### src/rtl/decode_lookup.sv
`default_nettype none
// ============================================================================
// Module   : decode_lookup
// Purpose  : Reverse lookup array_code -> in-scope metadata handle over a small
//            write-loaded table, scanning one cell per clock.
// Revision : 1.0
// ============================================================================
module decode_lookup #(
    parameter int  NUM_CELLS = 8,
    parameter int  WIDTH     = 8,
    parameter int  MAX_META  = 7,
    localparam int c_slot_w  = $clog2(NUM_CELLS)
) (
    input  logic                clk,
    input  logic                reset,
    input  logic                wr_en,
    input  logic [c_slot_w-1:0] wr_slot,
    input  logic                wr_arrDef,
    input  logic [WIDTH-1:0]    wr_handle,
    input  logic [WIDTH-1:0]    wr_array_code,
    input  logic                req_valid,
    output logic                req_ready,
    input  logic [WIDTH-1:0]    req_code,
    output logic                resp_valid,
    input  logic                resp_ready,
    output logic                resultBool,
    output logic [WIDTH-1:0]    resultMetadata,
    output logic [c_slot_w-1:0] resultSlot,
    output logic                isMetadata
);

    localparam logic [WIDTH-1:0]    c_max_meta = WIDTH'(MAX_META);
    localparam logic [c_slot_w-1:0] c_last_idx = c_slot_w'(NUM_CELLS - 1);

    typedef enum logic [1:0] {
        S_IDLE = 2'd0,
        S_SCAN = 2'd1,
        S_RESP = 2'd2
    } state_t;

    logic [NUM_CELLS-1:0] r_arr_def;
    logic [WIDTH-1:0]     r_handle [NUM_CELLS];
    logic [WIDTH-1:0]     r_code   [NUM_CELLS];

    state_t               r_state;
    logic [c_slot_w-1:0]  r_idx;
    logic [WIDTH-1:0]     r_req_code;
    logic                 r_req_ready;
    logic                 r_resp_valid;
    logic                 r_result_bool;
    logic [WIDTH-1:0]     r_result_meta;
    logic [c_slot_w-1:0]  r_result_slot;

    logic                 w_match;
    logic                 w_last;

    // Only the valid bits need clearing; stale handle/code are masked by them.
    always_ff @(posedge clk) begin
        if (reset) begin
            r_arr_def <= '0;
        end else if (wr_en) begin
            r_arr_def[wr_slot] <= wr_arrDef;
            r_handle[wr_slot]  <= wr_handle;
            r_code[wr_slot]    <= wr_array_code;
        end
    end

    // Reads the pre-write table contents, so a same-cycle write to r_idx is not seen.
    assign w_match = r_arr_def[r_idx]
                   && (r_code[r_idx] == r_req_code)
                   && (r_handle[r_idx] <= c_max_meta);
    assign w_last  = (r_idx == c_last_idx);

    always_ff @(posedge clk) begin
        if (reset) begin
            r_state       <= S_IDLE;
            r_idx         <= '0;
            r_req_code    <= '0;
            r_req_ready   <= 1'b1;
            r_resp_valid  <= 1'b0;
            r_result_bool <= 1'b0;
            r_result_meta <= '0;
            r_result_slot <= '0;
        end else begin
            case (r_state)
                S_IDLE: begin
                    if (req_valid) begin
                        r_req_code  <= req_code;
                        r_idx       <= '0;
                        r_req_ready <= 1'b0;
                        r_state     <= S_SCAN;
                    end
                end
                S_SCAN: begin
                    if (w_match) begin
                        r_result_bool <= 1'b1;
                        r_result_meta <= r_handle[r_idx];
                        r_result_slot <= r_idx;
                        r_resp_valid  <= 1'b1;
                        r_state       <= S_RESP;
                    end else if (w_last) begin
                        r_result_bool <= 1'b0;
                        r_result_meta <= '0;
                        r_result_slot <= '0;
                        r_resp_valid  <= 1'b1;
                        r_state       <= S_RESP;
                    end else begin
                        r_idx <= r_idx + c_slot_w'(1);
                    end
                end
                S_RESP: begin
                    if (resp_ready) begin
                        r_resp_valid <= 1'b0;
                        r_req_ready  <= 1'b1;
                        r_state      <= S_IDLE;
                    end
                end
                default: begin
                    r_resp_valid <= 1'b0;
                    r_req_ready  <= 1'b1;
                    r_state      <= S_IDLE;
                end
            endcase
        end
    end

    assign req_ready      = r_req_ready;
    assign resp_valid     = r_resp_valid;
    assign resultBool     = r_result_bool;
    assign isMetadata     = r_result_bool;
    assign resultMetadata = r_result_meta;
    assign resultSlot     = r_result_slot;

endmodule
`default_nettype wire

### config.mk
export PLATFORM = sky130hd
export DESIGN_NAME = decode_lookup
export DESIGN_NICKNAME = d
export VERILOG_FILES = /design/src/rtl/decode_lookup.sv
export SDC_FILE = /design/constraint.sdc
export NUM_CORES = 1
export LEC_CHECK = 0
export ABC_AREA = 1
export CAP_MARGIN = 40
export CORE_MARGIN = 4
export CORE_UTILIZATION = 40
export DETAILED_ROUTE_END_ITERATION = 8
export GPL_ROUTABILITY_DRIVEN = 0
export SLEW_MARGIN = 10
export SYNTH_ARGS = -nofsm -noshare
export SYNTH_HDL_FRONTEND = slang
export SYNTH_SLANG_ARGS = --single-unit
### constraint.sdc
create_clock -name clk -period 2.3 [get_ports clk]
set_input_delay 0.23 -clock clk [delete_from_list [all_inputs] [get_ports clk]]
set_output_delay 0.23 -clock clk [all_outputs]
set_load 0.01 [all_outputs]
==> metrics.txt <==
Async S/R FF share, synth 0; ratio of cells with drive above 1 in the final layout 0.0828; count leader, synth nand2_1; Setup TNS 0 ns; number of flops mapped to enable cells by yosys 128; worst slew pin tran 0.664 ns; initial antenna violation count 0; routed via count 4,850; post-CTS setup buffer count 0; num rows 47; Hold Path Class register to register; Final min period 2.11 ns; Total Nets Final 795; worst reg2reg setup slack 0.19 ns; Hold Path Depth 2; Initial Utilization 0.413; crit start category register; Port Buf Inserts 47; most frequent cells after synthesis nand2_1, edfxtp_1, inv_1; R2R Path End isMetadata; Worst-Skew Late Latency 0.43 ns; post-synthesis cell type count 25; pwr dens 847 mW/mm²; Fillers 1,555; Die Wd 140 µm; Worst Path Max Fanout 14; Final Max Slew Viols 0; Mean Syn Cell Area 9.90 µm²; antenna diode count 0; # IOs 48; RSZ-0062 raised after global routing no; chip height 140 µm; main flop type after synthesis edfxtp_1; first-pass GRT wire length 24,700 µm; area of the die 0.0195 mm²; worst path arrival time 2.42 ns; final hold vios 0; CTS tree built; Ys Warns 0; Yosys reg bits 166; final setup fails 0; vias in the first global route 4,831; Synth area leader edfxtp_1; final hold slack 0.436 ns; Avg WL per Cell 15.6 µm; CTS Buffer Depth 2; Lkg Pwr 3.36 nW; max-capacitance violation count 0; DR pass1 iterations 5; TritonCTS buffer count 17; register area share after synthesis 0.663; crit path kind register to register; Max Clk Rate 474 MHz; antenna viol nets, final 0; cell area after synthesis 0.00694 mm²; clock root buffer clkbuf_16; GRT Total Usage 0.163; Post-Synthesis Cells 701; worst rel slew slack 0.557; status finished, final reports clean; Hold Path End resultMetadata[5]; Synth top area share 0.554; clk sinks 166; total global routing overflow 0; Via density 4.88; critical path required time 2.61 ns; DR iter-0 viols 348; VDD IR-drop max 598 µV; worst hold start resultMetadata[5]; # H-tree levels 4; synthesis-to-finish area growth 20.9%; largest net degree at the start of global routing 34; CP Capture Type register; Synth area leaders edfxtp_1, dfxtp_1, nand2_1; post-synth net total 736; Reg2Reg Depth 15; Routed WL 15,500 µm; fin crit share 0.917; DP HPWL 9740 µm; Clock Skews 0.0121 ns; Clk pin slew, worst setup/hold paths 0.06 ns; Core Area 0.0168 mm²; drc violations 0
==> cell type report <==
cell class | count | area (µm²) | share of cell area
clock inverter | 10 | 121 | 0.0145
tap | 220 | 275 | 0.0328
timing repair buffer | 70 | 759 | 0.0905
sequential | 166 | 4610 | 0.549
multi-input combinational | 413 | 1810 | 0.216
inverter | 92 | 345 | 0.0411
clock buffer | 22 | 475 | 0.0566
==> kinds of logic after synthesis <==
group / Yosys count / share of synthesized area
buffers and inverters: 122 / 0.0759
flip-flops: 166 / 0.663
adder cells (fa/ha/maj): 2 / 0.00360
AND/OR/NAND/NOR: 338 / 0.199
AO/OA/AOI/OAI: 73 / 0.0584
==> registers in the layout (all words and copies together) (netlist names), named ones only <==
name / cells
r_code: 64
r_handle: 64
r_arr_def: 8
r_req_code: 8
resultMetadata: 8
r_idx: 3
resultSlot: 3
r_state: 2
isMetadata: 1
req_ready: 1
resp_valid: 1
==> placed cells by master, fill, tap and decap left out, types with 2 or more instances in the layout <==
cell type	Yosys	layout
nand2_1	197	197
edfxtp_1	128	128
inv_1	90	90
nor2_1	73	73
nand3_1	59	59
clkdlybuf4s50_1	0	47
dfxtp_1	38	36
a21oi_1	33	33
o21ai_0	23	23
clkbuf_16	0	18
buf_4	4	13
buf_12	0	9
o21ai_1	6	6
a221oi_1	6	6
clkinv_4	0	4
nand3b_1	3	3
clkbuf_1	8	3
inv_2	2	2
a31oi_1	2	2
nand3_2	2	2
nand2_2	2	2
ha_1	2	2
dfxtp_2	0	2
bufinv_16	0	2
clkinv_2	0	2
==> worst max-delay path by stage <==
stage	startpoint	endpoint
after floorplan	register	resultMetadata[0]
after CTS	r_idx[0]	isMetadata
after detailed placement	r_idx[0]	isMetadata
final	register	isMetadata
after global routing	register	register
after global placement	r_idx[0]	isMetadata
==> metrics by stage <==
step	setup slack (ns)	utilization	cells	instance area, µm²	total power, W
floorplan	0.464	-	701	6940	0.00404
global placement	0.185	0.463	961	7790	0.00433
detailed placement	0.166	0.463	961	7790	0.00435
CTS	0.158	0.499	993	8390	0.00717
global route	0.00820	0.499	993	8400	0.00740
finish	0.192	0.499	993	8400	0.00711
==> worst max-delay path, cell delays in order, from the launching register on <==
cell      delay, ns
dfxtp_2        0.35
inv_2          0.09
buf_4          0.21
nand2_1        0.09
nand3_1        0.08
nand3_1        0.12
nand3b_1       0.12
nand2_1        0.08
inv_1          0.06
nand2_1        0.06
nor2_2         0.09
nand3_2        0.13
nand2_1        0.11
nand2_2        0.17
a21oi_1        0.19
nor2_1         0.05
==> layer usage <==
layer	wire length (µm)	track usage	up-vias
met5	0	0	-
met4	464	0.0826	0
met3	543	0.0312	31
met2	7570	0.272	108
met1	6930	0.202	2303
li1	-	-	2408
==> report_power, final <==
| part | internal [W] | switching (W) | total [W] |
|---|---|---|---|
| logic | 0.000348 | 0.000575 | 0.000923 |
| registers | 0.00332 | 0.0000532 | 0.00337 |
| clock network | 0.00170 | 0.00112 | 0.00281 |
==> timing repair <==
action | CTS | global route
resized for setup | 0 | 2
hold buffers | 0 | 0
setup endpoints to repair | 0 | 9
No activity file was read; power rests on OpenSTA's default activity.
